--- config.mk ---
export PLATFORM = sky130hd
export DESIGN_NAME = io_bus_master
export DESIGN_NICKNAME = d
export VERILOG_FILES = /design/src/rtl/io_bus_pkg.sv /design/src/rtl/io_lat_counter.sv /design/src/rtl/io_bus_master.sv
export SDC_FILE = /design/constraint.sdc
export NUM_CORES = 1
export LEC_CHECK = 0
export ABC_AREA = 1
export BUFFER_PORTS_ARGS = -buffer_cell sky130_fd_sc_hd__buf_2
export CAP_MARGIN = 20
export CORE_MARGIN = 1
export CORE_UTILIZATION = 35
export CTS_CLUSTER_SIZE = 24
export DETAILED_ROUTE_END_ITERATION = 16
export PLACE_DENSITY = 0.69
export REMOVE_ABC_BUFFERS = 1
export SLEW_MARGIN = 20
export SYNTH_ARGS = -nofsm -noshare
export SYNTH_HDL_FRONTEND = slang
export SYNTH_SLANG_ARGS = --single-unit
--- constraint.sdc ---
create_clock -name clk -period 3.69 [get_ports clk]
set_input_delay 0.369 -clock clk [delete_from_list [all_inputs] [get_ports clk]]
set_output_delay 0.369 -clock clk [all_outputs]
set_load 0.01 [all_outputs]
--- src/rtl/io_bus_pkg.sv ---
// io_bus_pkg: shared widths, FSM state encoding and IO address map for the
// CPU-to-IO bus master.
package io_bus_pkg;

  localparam int unsigned IO_DATA_W = 32;
  localparam int unsigned IO_ADDR_W = 32;
  localparam int unsigned IO_CNT_W  = 4;

  // IO address map
  localparam logic [IO_ADDR_W-1:0] IO_ADDR_SW  = 32'd1;
  localparam logic [IO_ADDR_W-1:0] IO_ADDR_BTN = 32'd2;
  localparam logic [IO_ADDR_W-1:0] IO_ADDR_LED = 32'd4;

  // FSM state encoding
  typedef logic [2:0] io_state_t;
  localparam io_state_t ST_IDLE  = 3'd0;
  localparam io_state_t ST_WRITE = 3'd1;
  localparam io_state_t ST_READ  = 3'd2;
  localparam io_state_t ST_WAIT  = 3'd3;
  localparam io_state_t ST_RESP  = 3'd4;

  // Counter preload for a given read latency (WAIT lasts latency cycles)
  function automatic logic [IO_CNT_W-1:0] lat_preload(input int unsigned lat);
    return IO_CNT_W'(lat - 1);
  endfunction

endpackage

--- src/rtl/io_lat_counter.sv ---
// io_lat_counter: down-counter timing the read-data wait window.
// Ports:
//   clk, rst : clock, async active-high reset (count -> 0)
//   load     : load value into the counter
//   dec      : decrement (saturates at 0)
//   value    : preload value
//   zero_c   : combinational flag, count == 0
module io_lat_counter
  import io_bus_pkg::*;
(
  input  logic                clk,
  input  logic                rst,
  input  logic                load,
  input  logic                dec,
  input  logic [IO_CNT_W-1:0] value,
  output logic                zero_c
);

  logic [IO_CNT_W-1:0] count;

  // Load has priority over decrement
  always_ff @(posedge clk or posedge rst) begin
    if (rst) begin
      count <= '0;
    end else if (load) begin
      count <= value;
    end else if (dec && (count != '0)) begin
      count <= count - IO_CNT_W'(1);
    end
  end

  assign zero_c = (count == '0);

endmodule

--- src/rtl/io_bus_master.sv ---
// io_bus_master: turns single CPU load/store requests into one-cycle IO bus
// strobes and returns one response per transaction.
// Config macro: IO_POSTED_WRITE_EN -- stores complete without a response.
// Ports:
//   clk, rst                  : clock, async active-high reset
//   req_valid/req_ready       : CPU request handshake
//   req_write/addr/wdata      : request payload (1 = store)
//   rsp_valid/rsp_ready       : CPU response handshake
//   rsp_rdata                 : load data, 0 for store responses
//   io_address/io_write_value : IO bus address and write data (held)
//   io_write_en/io_read_en    : one-cycle IO strobes
//   io_read_value             : registered read data from the IO responder
module io_bus_master
  import io_bus_pkg::*;
#(
  parameter int unsigned READ_LATENCY = 1
) (
  input  logic                 clk,
  input  logic                 rst,
  input  logic                 req_valid,
  output logic                 req_ready,
  input  logic                 req_write,
  input  logic [IO_ADDR_W-1:0] req_addr,
  input  logic [IO_DATA_W-1:0] req_wdata,
  output logic                 rsp_valid,
  input  logic                 rsp_ready,
  output logic [IO_DATA_W-1:0] rsp_rdata,
  output logic [IO_ADDR_W-1:0] io_address,
  output logic [IO_DATA_W-1:0] io_write_value,
  output logic                 io_write_en,
  output logic                 io_read_en,
  input  logic [IO_DATA_W-1:0] io_read_value
);

  io_state_t            state, state_n;
  logic                 req_ready_n, rsp_valid_n, io_write_en_n, io_read_en_n;
  logic [IO_DATA_W-1:0] rsp_rdata_n, io_write_value_n;
  logic [IO_ADDR_W-1:0] io_address_n;
  logic                 cnt_load, cnt_dec, cnt_zero_c;

  io_lat_counter u_lat_counter (
    .clk    (clk),
    .rst    (rst),
    .load   (cnt_load),
    .dec    (cnt_dec),
    .value  (lat_preload(READ_LATENCY)),
    .zero_c (cnt_zero_c)
  );

  // State and registered outputs
  always_ff @(posedge clk or posedge rst) begin
    if (rst) begin
      state          <= ST_IDLE;
      req_ready      <= 1'b1;
      rsp_valid      <= 1'b0;
      rsp_rdata      <= '0;
      io_address     <= '0;
      io_write_value <= '0;
      io_write_en    <= 1'b0;
      io_read_en     <= 1'b0;
    end else begin
      state          <= state_n;
      req_ready      <= req_ready_n;
      rsp_valid      <= rsp_valid_n;
      rsp_rdata      <= rsp_rdata_n;
      io_address     <= io_address_n;
      io_write_value <= io_write_value_n;
      io_write_en    <= io_write_en_n;
      io_read_en     <= io_read_en_n;
    end
  end

  // Next state and next output values; outputs reflect the state being entered
  always_comb begin
    state_n          = state;
    req_ready_n      = 1'b0;
    rsp_valid_n      = 1'b0;
    rsp_rdata_n      = rsp_rdata;
    io_address_n     = io_address;
    io_write_value_n = io_write_value;
    io_write_en_n    = 1'b0;
    io_read_en_n     = 1'b0;
    cnt_load         = 1'b0;
    cnt_dec          = 1'b0;

    case (state)
      ST_IDLE: begin
        req_ready_n = 1'b1;
        if (req_valid && req_ready) begin
          req_ready_n  = 1'b0;
          io_address_n = req_addr;
          if (req_write) begin
            io_write_value_n = req_wdata;
            io_write_en_n    = 1'b1;
            state_n          = ST_WRITE;
          end else begin
            io_read_en_n = 1'b1;
            state_n      = ST_READ;
          end
        end
      end

      ST_WRITE: begin
`ifdef IO_POSTED_WRITE_EN
        req_ready_n = 1'b1;
        state_n     = ST_IDLE;
`else
        rsp_valid_n = 1'b1;
        rsp_rdata_n = '0;
        state_n     = ST_RESP;
`endif
      end

      ST_READ: begin
        cnt_load = 1'b1;
        state_n  = ST_WAIT;
      end

      // Capture only once the full latency has elapsed
      ST_WAIT: begin
        if (cnt_zero_c) begin
          rsp_rdata_n = io_read_value;
          rsp_valid_n = 1'b1;
          state_n     = ST_RESP;
        end else begin
          cnt_dec = 1'b1;
        end
      end

      ST_RESP: begin
        rsp_valid_n = 1'b1;
        if (rsp_ready) begin
          rsp_valid_n = 1'b0;
          req_ready_n = 1'b1;
          state_n     = ST_IDLE;
        end
      end

      default: begin
        req_ready_n = 1'b1;
        state_n     = ST_IDLE;
      end
    endcase
  end

endmodule

Yosys cells after proc, flatten, opt, wreduce, memory -nomap -nowiden
Cells that the tools add are included.

storage, ports and cells
  input bits = 101
  register bits after elaboration = 107

operators by class
  reduce and logical (&&, ||, !) cells = 12
  add/sub/neg operators = 1
  mux-type cells = 24
  equal/unequal tests = 7

operators with widths
  kind                 count
  $pmux 32 s2          1
  $mux 32              1
  $pmux 3 s5           1
  $mux 1               13
  $mux 3               3
  $mux 4               2
  $eq 3x2->1 const B   2
  $ne 2x2->1 const B   3
  $pmux 1 s3           2
  $reduce_and 3->1     2
  $logic_not 4->1      1
  $reduce_and 2->1     2
  $reduce_bool 2->1    2
  $reduce_bool 4->1    1
  $sub 4x1->4 const B  1
  $eq 3x1->1 const B   1
  $eq 3x3->1 const B   1
  $logic_not 3->1      1
  $reduce_or 3->1      1
  $logic_and 1x1->1    2
  $mux 2               1

Longest topological paths before layout
Gate-level depths: netlist (run 1).

  word-level depth = 6
  mapped depth = 9
  depth with buffers taken out = 7

By module
Synthesis (run 1) repeated with hierarchy kept, for this count alone.

second synthesis, totals
  cell total of the unflattened synthesis = 492
  area total of the unflattened synthesis = 4277.9 um^2

modules (own cells, without submodules)
  module          area each (um^2)  instances  cells an instance
  io_bus_master   3978.8            1          445
  io_lat_counter  299.0             1          47

Worst setup path before layout (run 1)
No wires, ideal clock.

  path kind = register to register
  from = register u_lat_counter.count[0]
  to = register rsp_rdata[10]
  arrival time = 1206 ps
  period minus slack after synthesis = 1336 ps
  cell stages (with the launch flop) = 10
  setup time = 130 ps
  setup slack = 2354 ps
  path buffers = 2
  data required time = 3560 ps
  path through = dfrtp_1 inv_1 ha_1 nand2_1 nand2_1 nand2_1 buf_4 buf_4 nand2_1 o21ai_1

on the way
  word-level cells in the longest chain between the ends = 3

RTL lines
  item                               RTL line              source
  from (decl)                        io_lat_counter.sv:19  logic [IO_CNT_W-1:0] count;
  from (signal assigned)             io_lat_counter.sv:26  count <= value;
  from (signal assigned)             io_lat_counter.sv:28  count <= count - IO_CNT_W'(1);
  $logic_not 4->1                    io_lat_counter.sv:32  assign zero_c = (count == '0);
  $ne 2x2->1 (no source line)        --
  $reduce_and 2->1 (no source line)  --
  to (signal assigned)               io_bus_master.sv:65   rsp_rdata <= rsp_rdata_n;
  to (decl)                          io_bus_master.sv:27   output logic [IO_DATA_W-1:0] rsp_rdata,

Every way passes these cells.
A chain may end at the register's enable or synchronous reset.

Worst setup path after layout (run 1)
  from = register req_ready
  to = register io_write_value[8]

on the way
  word-level cells in the longest chain between the ends = 2

RTL lines
  item                               RTL line             source
  from (decl)                        io_bus_master.sv:21  output logic req_ready,
  from (signal assigned)             io_bus_master.sv:63  req_ready <= req_ready_n;
  $logic_and 1x1->1                  io_bus_master.sv:89  if (req_valid && req_ready) begin
  $reduce_and 3->1 (no source line)  --
  to (signal assigned)               io_bus_master.sv:67  io_write_value <= io_write_value_n;
  to (decl)                          io_bus_master.sv:29  output logic [IO_DATA_W-1:0] io_write_value,

Every way passes these cells.

==> impl_metrics.json, run 1 <==
{
  "status": "completed",
  "crit_fanout": 33,
  "worstPathRequired_ns": 3.97,
  "maxSlewHeadroom_pct": 48.1,
  "grt_pass1_vias": 3603,
  "rsz0062_at_grt": "no",
  "via_per_inst": 4.55,
  "p_sw_share_pct": 35.6,
  "cts_tree": "done",
  "cp_data_arrival_time_ns": 2.45,
  "critical_path_class": "flip-flop to flip-flop",
  "clock_skew_ns": 0.00311,
  "placed_cell_area_sq_um": 5330,
  "grt-ovfl-total": 0,
  "core_area_sq_um": 12000,
  "hold_ws_ns": 0.157,
  "final-setup-viol-count": 0,
  "synth-edff-count": 0,
  "dp_cells": 799,
  "grt_pass1_wl_mm": 16.9,
  "die_h_um": 113,
  "worstMarginPinSlew_ns": 0.776,
  "drt_iter0_drc": 232,
  "nFillCells": 1171,
  "cts_setup_buffers": 0,
  "ios": 201,
  "synthCells": 472,
  "wl_per_cell_um": 12.5,
  "hold_buffers": 0,
  "htreeDepth": 3,
  "leakage_uw": 0.00322,
  "finalWorstPathRequiredPeriod_ns": 2.18,
  "synthesis.area_sq_um": 4290,
  "crit_path_end_kind": "flip-flop",
  "drc_errors": 0,
  "antenna_found_initial": 0,
  "synth_ff_type": "dfrtp_1",
  "hpwl_mm": 7.16,
  "die_area_sq_um": 12700,
  "grt.total_usage_pct": 16.8,
  "firstDrtPassIters": 5,
  "internal_power_uw": 2650,
  "drive_above_1_share_pct": 34.0,
  "cap_violations": 0,
  "instances_no_fill": 815,
  "clockRootBuffer": "clkbuf_16",
  "hold_viol_final": 0,
  "combPwrFrac_pct": 32.9,
  "sequentialPowerShare_pct": 44.3,
  "start_util_pct": 35.9,
  "ys_seq_elements": 107,
  "async_flop_share_pct": 100,
  "clock_sinks": 107,
  "ctsLongestPathBuffers": 2,
  "yosysSeqAreaShare_pct": 62.4,
  "grt_start_max_net_pins": 83,
  "totalPowerFinal_uw": 4110,
  "p_clk_share_pct": 22.7,
  "yosysUniqueCellTypes": 24,
  "fmax_mhz": 459,
  "cts_made_buffers": 9,
  "worst_skew_pair.late_latency_ns": 0.34,
  "final.setup.tns_ns": 0,
  "gp_congestion": 0.775,
  "antenna_cells": 0,
  "powerDensity_nw_per_um2": 731,
  "area_delta_synth_final_pct": 31.1,
  "portBuffers": 200,
  "vias": 3711,
  "rows": 40,
  "finalInstanceArea_sq_um": 5630,
  "slew_violations": 0,
  "fin_crit_sh_pct": 59.0,
  "rr_startpoint": "req_ready$_DFF_PP1_",
  "nets": 766,
  "synth.avg_cell_area_sq_um": 9.10,
  "worstSetupStartpoint": "req_ready$_DFF_PP1_",
  "drt-total-wl_mm": 10.2,
  "die_w_um": 113,
  "power.switching_uw": 1470,
  "cts_resized": 0,
  "ant_nets": 0,
  "startpoint_type": "flip-flop",
  "hold_class": "input pin to asynchronous set/reset pin",
  "max-vdd-ir-drop_mv": 0.283,
  "clk_pin_slew_worst_paths_ns": 0.07,
  "synth_warnings": 0
}
## kinds of logic after synthesis
kind of cell / share of synthesized area, %
adders and majority gates: 0.583
buffers and inverters: 7.67
AOI/OAI and AO/OA: 8.48
DFF: 62.4
and+or+nand+nor: 20.7
xor gates and xnor gates: 0.204
## through the flow
| stage | utilization (%) | setup slack, ns |
|---|---|---|
| after floorplan | - | 0.505 |
| after global placement | 44.6 | 1.56 |
| after detailed placement | 44.6 | 1.51 |
| after CTS | 47.0 | 1.48 |
| after global routing | 47.1 | 1.24 |
| final | 47.1 | 1.51 |
## flip-flops by register name (all words and copies together), names as in the netlist
| register | flops |
|---|---|
| rsp_valid | 1 |
| io_address | 32 |
| state | 3 |
| io_read_en | 1 |
| u_lat_counter.count | 4 |
| rsp_rdata | 32 |
| req_ready | 1 |
| io_write_value | 32 |
| io_write_en | 1 |
## cell usage after synthesis, types with 2 or more instances
| library cell | count | area share [%] |
|---|---|---|
| buf_2 | 5 | 0.58 |
| buf_4 | 11 | 1.9 |
| buf_6 | 5 | 1.3 |
| clkbuf_1 | 2 | 0.17 |
| dfrtp_1 | 106 | 62 |
| ha_1 | 2 | 0.58 |
| inv_1 | 40 | 3.5 |
| inv_2 | 2 | 0.17 |
| nand2_1 | 207 | 18 |
| nand3_1 | 7 | 0.82 |
| nor2_1 | 6 | 0.52 |
| o21ai_0 | 12 | 1.4 |
| o21ai_1 | 55 | 6.4 |
| o21bai_1 | 2 | 0.35 |
## power by group through the flow
stage	logic (uW)	registers (uW)	clock network, uW
floorplan	557	2010	0
detailed placement	1380	1830	0
global route	1530	1870	1010
global placement	1330	1820	0
finish	1360	1820	935
CTS	1380	1820	969
## placed cells by master (no fill, tap or decap), types with 2 or more instances in the layout
cell type | netlist | layout
buf_2 | 5 | 200
buf_4 | 11 | 3
clkbuf_1 | 2 | 2
clkbuf_16 | 0 | 9
clkbuf_8 | 0 | 4
dfrtp_1 | 106 | 106
ha_1 | 2 | 2
inv_1 | 40 | 39
inv_2 | 2 | 2
nand2_1 | 207 | 206
nand2_2 | 1 | 2
nand3_1 | 7 | 7
nor2_1 | 6 | 6
o21ai_0 | 12 | 12
o21ai_1 | 55 | 55
o21bai_1 | 2 | 2
## metal layers
layer	vias to the layer above	GRT usage, %	wire, um
met5	-	0	0
met1	1693	20.5	4510
met4	0	7.38	199
li1	1844	-	-
met2	159	28.2	4680
met3	15	4.23	759
## worst max-delay path, cell delays in order, from the launching register on
cell	delay, ns
dfstp_2	0.55
nand2_1	0.07
nor2_1	0.12
nand3_2	0.51
inv_2	0.66
nand2_1	0.12
nand2_1	0.09
## path summary, 6_finish.rpt
path	to	slack, ns	depth (start not counted)
max	io_write_value[8]$_DFFE_PP0P_	1.51	6
min	io_address[2]$_DFFE_PP0P_	0.16	2
max reg2reg	io_write_value[8]$_DFFE_PP0P_	1.51	6
min reg2reg	io_write_value[13]$_DFFE_PP0P_	0.48	2
max in group asynchronous	io_write_value[17]$_DFFE_PP0P_	2.70	3
min in group clk	io_write_value[3]$_DFFE_PP0P_	0.22	3
## area by class of cell
cell class                 count  area, sq um  area share [%]
tap                          147          184            3.27
inverter                      42          163            2.89
clock inverter                 1         5.00          0.0889
clock buffer                  15          288            5.11
timing repair buffer         203         1020            18.2
multi-input combinational    300         1290            22.9
sequential                   107         2680            47.6
(Power assumes the default switching activity.)
==> run 2: changes to the inputs <==
PLACE_DENSITY = 0.71   (was 0.69)
clock period = 1.8 ns   (was 3.69 ns; I/O delays follow)
==> run 2 against run 1 <==
Worst setup slack worse by 1.2 ns. Global-route usage shrank 0.70 points. Clock skew up 0.0047 ns. Sequential power increased by 100%. Wire length decreased by 3.4%. Maximum frequency is 43% higher. Cell count up 0.37%. Utilization rose by 0.53 points. Sequential share of layout area decreased by 0.53 points. Clock power up 93%. Sequential cell count is the same. Critical endpoint is now io_address[4]$_DFFE_PP0P_. Largest cell class unchanged. Highest routed layer unchanged.
==> impl_metrics.json, run 2 (same netlist as run 1, synthesis figures left out) <==
{
  "crit_fanout": 65,
  "drive_above_1_share_pct": 34.3,
  "fmax_mhz": 658,
  "max-vdd-ir-drop_mv": 0.728,
  "area_delta_synth_final_pct": 32.6,
  "rrSetupSlack_ns": 0.28,
  "hpwl_mm": 6.98,
  "rsz0062_at_grt": "no",
  "clk_pin_slew_worst_paths_ns": 0.07,
  "maxSlewHeadroom_pct": 61.2,
  "core_area_sq_um": 12000,
  "die_w_um": 113,
  "rr_startpoint": "state[2]$_DFFE_PP0P_",
  "grt.total_usage_pct": 16.1,
  "start_util_pct": 35.9,
  "r2r_cells": 4,
  "worstReg2RegEnd": "io_address[4]$_DFFE_PP0P_",
  "final-setup-viol-count": 0,
  "ctsLongestPathBuffers": 2,
  "ios": 201,
  "placed_cell_area_sq_um": 5410,
  "cts_setup_buffers": 0,
  "startpoint_type": "flip-flop",
  "antenna_found_initial": 0,
  "ant_nets": 0,
  "antenna_cells": 0,
  "crit_path_end_kind": "flip-flop",
  "holdPathStages": 2,
  "drt_iter0_drc": 177,
  "drt-total-wl_mm": 9.80,
  "wl_per_cell_um": 12.0,
  "vias": 3651,
  "grt-ovfl-total": 0,
  "powerDensity_nw_per_um2": 1470,
  "crit_chain": "inv_1, nand4_2, buf_4, o21ai_0",
  "critical_path_class": "flip-flop to flip-flop",
  "rows": 40,
  "gp_congestion": 0.748,
  "fin_crit_sh_pct": 84.4,
  "cap_violations": 0,
  "finalInstanceArea_sq_um": 5690,
  "hold_viol_final": 0,
  "cp_data_arrival_time_ns": 1.71,
  "grt_pass1_wl_mm": 16.2,
  "portBuffers": 200,
  "worstHoldStart": "req_write",
  "worstMarginPinSlew_ns": 0.581,
  "fin_util_pct": 47.6,
  "finalWorstPathRequiredPeriod_ns": 1.52,
  "clock_skew_ns": 0.00783,
  "leakage_uw": 0.00324,
  "htreeDepth": 3,
  "die_h_um": 113,
  "grt_pass1_vias": 3571,
  "firstDrtPassIters": 4,
  "cts_resized": 0,
  "hold_class": "input pin to flip-flop",
  "worstPathRequired_ns": 1.99,
  "max_stage_delay_ns": 0.47,
  "cts_made_buffers": 9,
  "min_to": "io_read_en$_DFF_PP0_",
  "grt_start_max_net_pins": 67,
  "worst_skew_pair.late_latency_ns": 0.34,
  "drc_errors": 0,
  "clock_sinks": 107,
  "worst_path_max_delay_cell": "dfrtp_1",
  "die_area_sq_um": 12700,
  "mostFrequentLayoutCells": "206 x nand2_1, 200 x buf_2, 106 x dfrtp_1, 55 x o21ai_1, 39 x inv_1",
  "slew_violations": 0,
  "status": "completed",
  "top_regs": "io_address x32, io_write_value x32, rsp_rdata x32",
  "final_common_cell": "nand2_1",
  "cts_tree": "done",
  "nets": 771,
  "via_per_inst": 4.46,
  "clockRootBuffer": "clkbuf_16"
}
[run 2: cell types whose count changed in the layout (fill, tap and decap cells not counted), sizes merged]
| cell | change |
|---|---|
| buf | +4 |
| clkbuf | -3 |
| clkinvlp | +1 |
| dlygate4sd3 | +1 |
[run 2: cell type report]
cell class	count	area [sq um]
clock buffers	12	256
clock inverters	2	12.5
fillers	1152	6270
inverters	42	160
multi-input cells	300	1290
flip-flops and latches	107	2680
well taps	147	184
repair buffers	208	1110
[run 2: per-layer routing]
metal	part of all wire [%]	routed length [um]	track usage [%]	up-vias
met4	1.7	167	6.40	0
met1	44	4320	19.0	1656
met2	47	4630	27.5	133
li1	-	-	-	1851
met5	0	0	0	-
met3	7.0	683	4.87	11
[run 2: stage by stage]
| stage | worst slack, ns | total power (uW) | setup TNS [ns] | std cells | hold WS, ns |
|---|---|---|---|---|---|
| CTS | 0.263 | 8480 | 0 | 818 | 0.00828 |
| detailed placement | 0.277 | 6630 | 0 | 803 | 0.274 |
| floorplan | -1.20 | 5260 | -138.60 | 449 | 0.246 |
| finish | 0.281 | 8340 | 0 | 818 | 0.0268 |
| global placement | 0.334 | 6510 | 0 | 803 | 0.260 |
| global route | 0.0726 | 9010 | 0 | 818 | 0.0115 |
[run 2: worst max-delay path, delay by kind of cell, from the launching register on]
kind | cells | cell delay (ns)
buf+inv | 2 | 0.60
compound gates | 1 | 0.18
simple gates | 1 | 0.09
flops | 1 | 0.47
[run 2: what timing repair did]
| item | CTS | global route |
|---|---|---|
| hold endpoints to repair | 36 | 0 |
| setup endpoints to repair | 0 | 0 |
| hold buffers | 1 | 0 |
[run 2: how the worst max path moves through the flow]
| stage | startpoint | endpoint | cells past startpoint |
|---|---|---|---|
| 2_1_floorplan | rst | io_address[0]$_DFFE_PP0P_ | 1 |
| 3_3_place_gp | req_ready$_DFF_PP1_ | io_write_value[6]$_DFFE_PP0P_ | 6 |
| 3_5_place_dp | state[2]$_DFFE_PP0P_ | io_address[4]$_DFFE_PP0P_ | 4 |
| 4_1_cts | state[2]$_DFFE_PP0P_ | io_address[4]$_DFFE_PP0P_ | 4 |
| 5_1_grt | req_ready$_DFF_PP1_ | io_write_value[16]$_DFFE_PP0P_ | 6 |
| 6_report | state[2]$_DFFE_PP0P_ | io_address[4]$_DFFE_PP0P_ | 4 |
[run 2: where the power goes]
group	total, uW	switching (uW)	internal [uW]	leakage (uW)
clock	1800	799	996	0.000131
combinational	2830	1690	1140	0.00172
sequential	3720	468	3250	0.00139
==> run 3: changes to the inputs <==
clock period = 1.3 ns   (was 1.8 ns; I/O delays follow)
==> run 3 against run 2 <==
The flow now finishes with violations (negative setup slack). Hold slack got worse by 0.016 ns. Maximum frequency rose by 13%. Utilization rose by 8.8 points. First-iteration DRC count rose by 12%. Clock skew rose by 0.0010 ns. Register-to-register slack got worse by 0.33 ns. Clock-buffer cell count fell by 1. Largest power group unchanged. Highest routed layer unchanged.
==> impl_metrics.json, run 3 (same netlist as run 1, synthesis figures left out) <==
{
  "status": "finished with violations",
  "violations": "negative setup slack",
  "fin_crit_sh_pct": 104,
  "rows": 40,
  "final-setup-viol-count": 32,
  "antenna_cells": 0,
  "grt-ovfl-total": 0,
  "ios": 201,
  "core_area_sq_um": 12000,
  "fin_ws_ns": -0.0466,
  "nets": 835,
  "slew_violations": 0,
  "wl_per_cell_um": 13.8,
  "ant_nets": 0,
  "rsz0062_at_grt": "yes",
  "fin_util_pct": 56.3,
  "top_regs": "io_address x32, io_write_value x32, rsp_rdata x32",
  "grt.total_usage_pct": 17.5,
  "hpwl_mm": 7.34,
  "die_w_um": 113,
  "start_util_pct": 35.9,
  "worstPathRequired_ns": 1.57,
  "grt_pass1_wl_mm": 17.6,
  "cap_violations": 0,
  "clockRootBuffer": "clkbuf_16",
  "leakage_uw": 0.00373,
  "final.setup.tns_ns": -0.684,
  "firstDrtPassIters": 4,
  "vias": 4118,
  "totalPowerFinal_uw": 12900,
  "via_per_inst": 4.67,
  "worst_path_max_delay_cell": "dfstp_2",
  "cts_made_buffers": 9,
  "ctsLongestPathBuffers": 2,
  "worst_skew_pair.late_latency_ns": 0.34,
  "die_area_sq_um": 12700,
  "grt_pass1_vias": 3878,
  "drt_iter0_drc": 198,
  "holdPathStages": 3,
  "drt-total-wl_mm": 12.2,
  "hold_viol_final": 0,
  "portBuffers": 200,
  "powerDensity_nw_per_um2": 1920,
  "max-vdd-ir-drop_mv": 0.941,
  "die_h_um": 113,
  "dp_cells": 814,
  "htreeDepth": 3,
  "area_delta_synth_final_pct": 57.0,
  "startpoint_type": "flip-flop",
  "cts_tree": "done",
  "clock_skew_ns": 0.00886,
  "crit_top_cell": "nand2_1",
  "clk_pin_slew_worst_paths_ns": 0.07,
  "antenna_found_initial": 0,
  "crit_path_end_kind": "flip-flop",
  "maxSlewHeadroom_pct": 79.3,
  "instances_no_fill": 882,
  "worstMarginPinSlew_ns": 0.310,
  "clock_sinks": 107,
  "hold_class": "input pin to flip-flop",
  "drive_above_1_share_pct": 43.5,
  "grt_start_max_net_pins": 66,
  "finalWorstPathRequiredPeriod_ns": 1.35,
  "r2r_cells": 7,
  "critical_path_class": "flip-flop to flip-flop",
  "max_stage_delay_ns": 0.57,
  "gp_congestion": 0.759,
  "fmax_mhz": 743,
  "cp_data_arrival_time_ns": 1.62,
  "mostFrequentLayoutCells": "199 x buf_2, 167 x nand2_1, 103 x dfrtp_1, 45 x o21ai_1, 36 x inv_1",
  "crit_chain": "nand2_4, nor2_4, nand3_4, inv_8, clkbuf_16, nand2_1, nand2_1",
  "drc_errors": 0,
  "crit_fanout": 8,
  "final_common_cell": "buf_2"
}
[run 3: cell count changes in the layout (fill, tap and decap cells not counted), moves of 8 or more]
cell	change
nand2_4	+13
o21ai_2	+10
buf_4	+13
dlygate4sd3_1	+34
nand2_2	+26
o21ai_1	-10
clkbuf_16	+8
nand2_1	-39
[run 3: metrics by stage]
stage	hold WS [ns]	cell area, sq um	setup slack (ns)
final	0.0106	6740	-0.0466
after global routing	0.0171	6740	-0.108
after CTS	0.00215	6150	0.00329
after detailed placement	0.0687	5510	-0.0266
after global placement	0.0647	5510	0.00469
after floorplan	0.196	4120	-1.65
[run 3: routing by layer]
metal	vias to the layer above	part of all wire (%)	wire length, um	track usage (%)
li1	1982	-	-	-
met1	1940	41	4980	20.3
met2	175	51	6180	30.6
met3	21	6.5	790	4.45
met4	0	1.9	231	7.82
met5	-	0	0	0
[run 3: power breakdown]
group          switching (uW)  total (uW)  internal [uW]
sequential                694        5200           4510
clock                    1160        2550           1390
combinational            2830        5180           2340
[run 3: final timing paths]
path	end	start	slack, ns
hold reg to reg	io_write_value[19]$_DFFE_PP0P_	io_write_value[19]$_DFFE_PP0P_	0.48
min in group asynchronous	io_address[10]$_DFFE_PP0P_	rst	0.26
setup reg to reg	io_write_value[28]$_DFFE_PP0P_	req_ready$_DFF_PP1_	-0.05
max in group asynchronous	state[2]$_DFFE_PP0P_	rst	0.47
hold / removal	io_address[20]$_DFFE_PP0P_	req_addr[20]	0.01
setup / recovery	io_write_value[28]$_DFFE_PP0P_	req_ready$_DFF_PP1_	-0.05
[run 3: final cells by class]
cell class	count	area, sq um
Sequential cell	107	2680
Fill cell	1014	5220
Clock buffer	11	253
Multi-Input combinational cell	302	1570
Inverter	42	168
Clock inverter	3	25.0
Timing Repair Buffer	270	1860
Tap cell	147	184
[run 3: timing repair]
action                                  in CTS  in global routing
endpoints found under the setup margin      34                102
gates resized for setup                      2                 87
pin swaps                                    0                 15
hold endpoints to repair                   100                  0
hold buffers                                35                  0
cloned                                       0                 14
buffers inserted                             0                  5
[run 3: critical path, delay by kind of cell, from the launching register on]
kind	cells	cell delay [ns]
DFF	1	0.57
and+or+nand+nor	5	0.42
buffers and inverters	2	0.29
